===== config.mk =====
export PLATFORM = sky130hd
export DESIGN_NAME = floor_request_scheduler
export DESIGN_NICKNAME = d
export VERILOG_FILES = /design/src/rtl/floor_request_scheduler.sv
export SDC_FILE = /design/constraint.sdc
export NUM_CORES = 1
export LEC_CHECK = 0
export ABC_AREA = 1
export ABC_CLOCK_PERIOD_IN_PS = 3100
export CAP_MARGIN = 20
export CORE_MARGIN = 1.5
export CORE_UTILIZATION = 53
export CTS_CLUSTER_SIZE = 16
export DETAILED_ROUTE_END_ITERATION = 10
export MAX_ROUTING_LAYER = met4
export PLACE_DENSITY = 0.95
export SYNTH_ARGS = -nofsm -noshare
export SYNTH_HDL_FRONTEND = slang
export SYNTH_SLANG_ARGS = --single-unit

===== constraint.sdc =====
create_clock -name clk -period 3.1 [get_ports clk]
set_clock_uncertainty 0.15 [all_clocks]
set_input_delay 0.62 -clock clk [delete_from_list [all_inputs] [get_ports clk]]
set_output_delay 0.62 -clock clk [all_outputs]
set_load 0.1 [all_outputs]

===== src/rtl/floor_request_scheduler.sv =====
// Floor request scheduler: latches cab/hall calls into a pending map
// and feeds the elevator FSM one SCAN-ordered target at a time.
module floor_request_scheduler #(
   parameter int FLOORS  = 8,
   parameter int FLOOR_W = 3,
   parameter int TIMEOUT = 64
) (
   input  logic               clk,
   input  logic               reset,
   input  logic [FLOORS-1:0]  cab_call,
   input  logic [FLOORS-1:0]  hall_call,
   input  logic [FLOOR_W-1:0] current_floor,
   input  logic               fsm_idle,
   input  logic               door,
   input  logic               emergency_stop,
   output logic [FLOOR_W-1:0] req_floor,
   output logic               req_valid,
   output logic [FLOORS-1:0]  pending,
   output logic               dir_up,
   output logic               busy,
   output logic               timeout_err
);

   localparam int CNT_W = (TIMEOUT > 1) ? $clog2(TIMEOUT) : 1;

   typedef enum logic [2:0] {
      IDLE, SELECT, ISSUE, WAIT, DWELL, HOLD
   } state_t;

   state_t             state, state_n;
   logic [FLOOR_W-1:0] target, sel_tgt, lo_up, hi_dn;
   logic [CNT_W-1:0]   cnt;
   logic [FLOORS-1:0]  calls, ret_mask;
   logic               here, any_up, any_dn, sel_dir;
   logic               retire, expired;

   assign retire  = (state == WAIT) && door && !emergency_stop
                    && (current_floor == target);
   assign expired = (state == WAIT) && (cnt == CNT_W'(TIMEOUT - 1));

   // A press at the floor whose door is open is already being served.
   always_comb begin
      calls    = '0;
      ret_mask = '0;
      for (int i = 0; i < FLOORS; i++) begin
         calls[i]    = (cab_call[i] | hall_call[i])
                       && !(door && FLOOR_W'(i) == current_floor);
         ret_mask[i] = retire && (FLOOR_W'(i) == target);
      end
   end

   always_comb begin
      here   = 1'b0;
      any_up = 1'b0;
      any_dn = 1'b0;
      lo_up  = '0;
      hi_dn  = '0;
      for (int i = FLOORS - 1; i >= 0; i--) begin
         if (pending[i] && FLOOR_W'(i) > current_floor) begin
            any_up = 1'b1;
            lo_up  = FLOOR_W'(i);
         end
      end
      for (int i = 0; i < FLOORS; i++) begin
         if (pending[i] && FLOOR_W'(i) < current_floor) begin
            any_dn = 1'b1;
            hi_dn  = FLOOR_W'(i);
         end
         if (pending[i] && FLOOR_W'(i) == current_floor)
            here = 1'b1;
      end
   end

   always_comb begin
      sel_tgt = current_floor;
      sel_dir = dir_up;
      if (here) begin
         sel_tgt = current_floor;
      end else if (dir_up) begin
         sel_tgt = any_up ? lo_up : hi_dn;
         sel_dir = any_up;
      end else begin
         sel_tgt = any_dn ? hi_dn : lo_up;
         sel_dir = !any_dn;
      end
   end

   always_ff @(posedge clk or negedge reset) begin
      if (!reset) state <= IDLE;
      else        state <= state_n;
   end

   always_comb begin
      state_n = state;
      if (emergency_stop) begin
         state_n = HOLD;
      end else begin
         unique case (state)
            IDLE:
               if (|pending && fsm_idle && !door) state_n = SELECT;
            SELECT: state_n = ISSUE;
            ISSUE:  state_n = WAIT;
            WAIT:
               if (retire)       state_n = DWELL;
               else if (expired) state_n = IDLE;
            DWELL:
               if (!door && fsm_idle) state_n = IDLE;
            HOLD:    state_n = IDLE;
            default: state_n = IDLE;
         endcase
      end
   end

   always_comb begin
      req_valid   = (state == ISSUE) && !emergency_stop;
      busy        = (state != IDLE);
      timeout_err = expired && !retire && !emergency_stop;
   end

   assign req_floor = target;

   always_ff @(posedge clk or negedge reset) begin
      if (!reset) begin
         pending <= '0;
         target  <= '0;
         dir_up  <= 1'b1;
         cnt     <= '0;
      end else begin
         pending <= (pending & ~ret_mask) | calls;
         if (state == SELECT && !emergency_stop) begin
            target <= sel_tgt;
            dir_up <= sel_dir;
         end
         if (state == ISSUE)     cnt <= '0;
         else if (state == WAIT) cnt <= cnt + CNT_W'(1);
      end
   end

endmodule


==> flow_summary.html <==
<table>
<tr><th>Metric</th><th>Value</th></tr>
<tr><th colspan="2">Outcome</th></tr>
<tr><td>Result of the run</td><td>finished clean</td></tr>
<tr><th colspan="2">Layout</th></tr>
<tr><td>Multi-input logic area</td><td>922 µm²</td></tr>
<tr><td>Fraction of final layout cells with drive strength greater than 1</td><td>20.1%</td></tr>
<tr><td>Final net count</td><td>295</td></tr>
<tr><td>Final antenna diode count</td><td>0</td></tr>
<tr><td>Final cell area excluding filler cells</td><td>2020 µm²</td></tr>
<tr><td>Area overhead of the layout relative to synthesis</td><td>29.1%</td></tr>
<tr><td>Sequential cell area in the final layout</td><td>527 µm²</td></tr>
<tr><td>Core utilization of the finished layout</td><td>72.7%</td></tr>
<tr><td>Filler cell count in the final layout</td><td>226</td></tr>
<tr><td>Cell Count, Final, Fillers Out</td><td>300</td></tr>
<tr><th colspan="2">Timing</th></tr>
<tr><td>Fin Setup TNS</td><td>0 ns</td></tr>
<tr><td>Setup repair after global routing missed its margin</td><td>no</td></tr>
<tr><td>Relative slew slack</td><td>78.1%</td></tr>
<tr><td>Post-route clock period utilization</td><td>89.2%</td></tr>
<tr><td>Highest attainable clock frequency</td><td>361 MHz</td></tr>
<tr><td>Hold Worst Slack</td><td>0.407 ns</td></tr>
<tr><td>Post-route minimum period</td><td>2.77 ns</td></tr>
<tr><td>Post-route worst setup slack</td><td>0.334 ns</td></tr>
<tr><td>Final number of max-transition violations</td><td>0</td></tr>
<tr><td>Least-Margin Pin Slew</td><td>0.326 ns</td></tr>
<tr><td>Hold Vio Cnt, Final</td><td>0</td></tr>
<tr><td>Setup violation total in the final timing report</td><td>0</td></tr>
<tr><th colspan="2">Critical path</th></tr>
<tr><td>Logic depth of the worst setup path including buffers</td><td>7</td></tr>
<tr><td>Crit-path cells</td><td>clkdlybuf4s50_1, inv_4, nand2_1, nand4_1, nor3_4, nor4_4, buf_12</td></tr>
<tr><td>Launching element type of the critical path</td><td>input port</td></tr>
<tr><td>Slack of the worst reg-to-reg path</td><td>1.16 ns</td></tr>
<tr><td>Type of the worst setup path</td><td>input port to primary output</td></tr>
<tr><td>Critical path buffer and inverter count</td><td>3</td></tr>
<tr><td>Crit-path max FO</td><td>9</td></tr>
<tr><td>CP max stage cell</td><td>sky130_fd_sc_hd__clkdlybuf4s50_1</td></tr>
<tr><td>Delay of the slowest cell on the worst path</td><td>0.57 ns</td></tr>
<tr><td>Worst Path Required</td><td>2.33 ns</td></tr>
<tr><td>Top Family by Delay on Critical Path</td><td>buffers and inverters</td></tr>
<tr><td>Cell depth of the worst flop-to-flop path</td><td>9</td></tr>
<tr><td>Setup crit end kind</td><td>primary output</td></tr>
<tr><td>Crit path arrival time</td><td>2.00 ns</td></tr>
<tr><th colspan="2">Flow run</th></tr>
<tr><td># Max-Cap Violations</td><td>0</td></tr>
<tr><th colspan="2">Logic synthesis</th></tr>
<tr><td>Proportion of synthesized chip area in sequential cells</td><td>33.6%</td></tr>
<tr><td>Synth Net Count</td><td>250</td></tr>
<tr><td>Netlist area before placement</td><td>1570 µm²</td></tr>
<tr><td>Asr flop ratio synth</td><td>100%</td></tr>
<tr><td>Synthesis-stage register bit count</td><td>21</td></tr>
<tr><td>Per-instance average area after synthesis</td><td>6.96 µm²</td></tr>
<tr><td>Count of different cell masters after synthesis</td><td>33</td></tr>
<tr><td>Post-synth top flop</td><td>sky130_fd_sc_hd__dfrtp_1</td></tr>
<tr><td>Yosys warns</td><td>0</td></tr>
<tr><td>Number of flops mapped to enable cells by yosys</td><td>0</td></tr>
<tr><td>Gate count after technology mapping</td><td>225</td></tr>
<tr><th colspan="2">Detailed routing</th></tr>
<tr><td>Antenna Nets Post-Route</td><td>0</td></tr>
<tr><td>Via count</td><td>1738</td></tr>
<tr><td>Detailed-routing iteration count for the pre-antenna-repair pass</td><td>5</td></tr>
<tr><td>Remaining DRCs</td><td>0</td></tr>
<tr><td>Iteration-0 DRC count of the detailed router</td><td>122</td></tr>
<tr><td>Via density per instance</td><td>5.79</td></tr>
<tr><td>Avg WL per Cell</td><td>14.5 µm</td></tr>
<tr><td>Total detailed-routing wirelength</td><td>4340 µm</td></tr>
<tr><th colspan="2">Power and ir drop</th></tr>
<tr><td>Total power</td><td>0.968 mW</td></tr>
<tr><td>VDD IR-drop max</td><td>502 µV</td></tr>
<tr><td>Leakage</td><td>0.937 nW</td></tr>
<tr><td>Power density normalized to cell area</td><td>479 nW/µm²</td></tr>
<tr><th colspan="2">Floorplan</th></tr>
<tr><td>Core region area</td><td>2780 µm²</td></tr>
<tr><td>Full die area</td><td>3290 µm²</td></tr>
<tr><td>Die outline width</td><td>57.4 µm</td></tr>
<tr><td>Ports</td><td>39</td></tr>
<tr><td>Effective utilization at floorplan</td><td>56.3%</td></tr>
<tr><td>Number of standard-cell rows in the floorplan</td><td>19</td></tr>
<tr><td>Vertical extent of the die</td><td>57.4 µm</td></tr>
<tr><th colspan="2">Global routing</th></tr>
<tr><td>Pin count of the biggest net entering global routing</td><td>22</td></tr>
<tr><td>All-layer global routing usage</td><td>28.9%</td></tr>
<tr><td>Aggregate global routing overflow</td><td>0</td></tr>
<tr><td>Vias in the first global route</td><td>1628</td></tr>
<tr><td>Antenna violations before repair</td><td>0</td></tr>
<tr><td>First-pass GRT wire length</td><td>7190 µm</td></tr>
<tr><th colspan="2">CTS</th></tr>
<tr><td>Clock tree buffer depth</td><td>2</td></tr>
<tr><td>CTS-repair resized insts</td><td>0</td></tr>
<tr><td>TritonCTS Buffers</td><td>3</td></tr>
<tr><td>Clock tree from TritonCTS</td><td>yes</td></tr>
<tr><td>Clk slew on worst S/H paths</td><td>0.13 ns</td></tr>
<tr><td>CTS HTree Levels</td><td>1</td></tr>
<tr><td>Cts hold-fix bufs</td><td>0</td></tr>
<tr><td>TritonCTS sink count</td><td>21</td></tr>
<tr><td>Clock latency on the worst-skew pair</td><td>0.31 ns</td></tr>
<tr><td>Clock tree root buffer cell</td><td>sky130_fd_sc_hd__clkbuf_4</td></tr>
<tr><td>Post-CTS Setup Inserts</td><td>0</td></tr>
<tr><th colspan="2">Placed design</th></tr>
<tr><td>Count of placed standard cells including taps</td><td>296</td></tr>
<tr><td>Half-perimeter wire length after placement</td><td>3450 µm</td></tr>
<tr><td>Port Buffers</td><td>38</td></tr>
<tr><td>Area after DPL</td><td>1990 µm²</td></tr>
<tr><td>Worst setup slack before clock tree synthesis</td><td>0.348 ns</td></tr>
<tr><td>Final estimated routing congestion in global placement</td><td>0.995</td></tr>
<tr><th colspan="2">Worst hold path</th></tr>
<tr><td>Hold/Removal Path Class</td><td>flop to flop</td></tr>
<tr><td>Cell depth of the worst hold path</td><td>2</td></tr>
</table>
registers in the layout, indices dropped and copies added (netlist names):
signal,cells
req_floor,3
pending,8
state,3
cnt,6
dir_up,1
logic make-up (layout without fill, tap and decap cells):
family          Yosys count  count (layout)  synth area share (%)
compound gates           35              35                  13.7
fa+ha+maj                 1               1                 0.799
buf+inv                  28              72                  8.47
flops                    21              21                  33.6
xor+xnor                  2               2                  1.12
simple gates            138             138                  42.3
area by class of cell:
| class | count | area share (%) |
|---|---|---|
| Multi-Input combinational cell | 176 | 45.6 |
| Clock buffer | 3 | 1.11 |
| Timing Repair Buffer | 43 | 20.0 |
| Sequential cell | 21 | 26.1 |
| Clock inverter | 1 | 0.371 |
| Inverter | 25 | 4.89 |
| Tap cell | 31 | 1.92 |
synthesized netlist by cell type, drive strengths merged, types with 2 or more instances:
master | number | area [µm²]
a21oi | 7 | 35.0
buf | 3 | 33.8
dfrtp | 20 | 500
inv | 25 | 98.8
nand2 | 80 | 328
nand3 | 16 | 92.6
nand4 | 6 | 43.8
nor2 | 29 | 149
nor3 | 4 | 31.3
nor4 | 2 | 12.5
o21ai | 18 | 101
o22ai | 4 | 25.0
o32ai | 2 | 17.5
metal layers:
| metal | share of wire [%] | track usage [%] |
|---|---|---|
| met4 | 2.3 | 8.64 |
| met2 | 48 | 48.2 |
| met5 | 0 | - |
| met1 | 40 | 36.3 |
| met3 | 10 | 4.31 |
final timing paths:
path                                 startpoint                   end
setup / recovery               current_floor[0]           timeout_err
hold / removal               cnt[0]$_DFFE_PN0P_    cnt[0]$_DFFE_PN0P_
setup reg to reg           state[2]$_DFFE_PN0P_  pending[2]$_DFF_PN0_
hold reg to reg              cnt[0]$_DFFE_PN0P_    cnt[0]$_DFFE_PN0P_
max in group asynchronous                 reset    dir_up$_DFFE_PN1P_
min in group asynchronous                 reset    cnt[2]$_DFFE_PN0P_
layout by cell type, fill, tap and decap left out, drive strengths merged, types with 4 or more instances in the layout:
cell type	synthesis	final
nand2	80	80
nor2	29	29
inv	25	25
clkdlybuf4s50	0	23
dfrtp	20	20
buf	3	20
o21ai	18	18
nand3	16	16
a21oi	7	7
nand4	6	6
o22ai	4	4
nor3	4	4
power by group:
part | switching [mW] | internal [mW] | total [mW]
clock network | 0.0917 | 0.0492 | 0.141
logic | 0.329 | 0.132 | 0.461
registers | 0.0487 | 0.317 | 0.366
total | 0.470 | 0.498 | 0.968
worst register-to-register path, cell delays in order, from the launching register on:
cell and delay [ns]:
sky130_fd_sc_hd__dfrtp_1 0.47, sky130_fd_sc_hd__nor2_4 0.17, sky130_fd_sc_hd__nand2_2 0.11, sky130_fd_sc_hd__inv_2 0.11
sky130_fd_sc_hd__nand3_1 0.12, sky130_fd_sc_hd__nor3_4 0.21, sky130_fd_sc_hd__buf_4 0.18, sky130_fd_sc_hd__nand2_2 0.08
sky130_fd_sc_hd__o21ai_1 0.18, sky130_fd_sc_hd__nand2_1 0.07
Note: power is estimated with default switching activity, not from simulation.
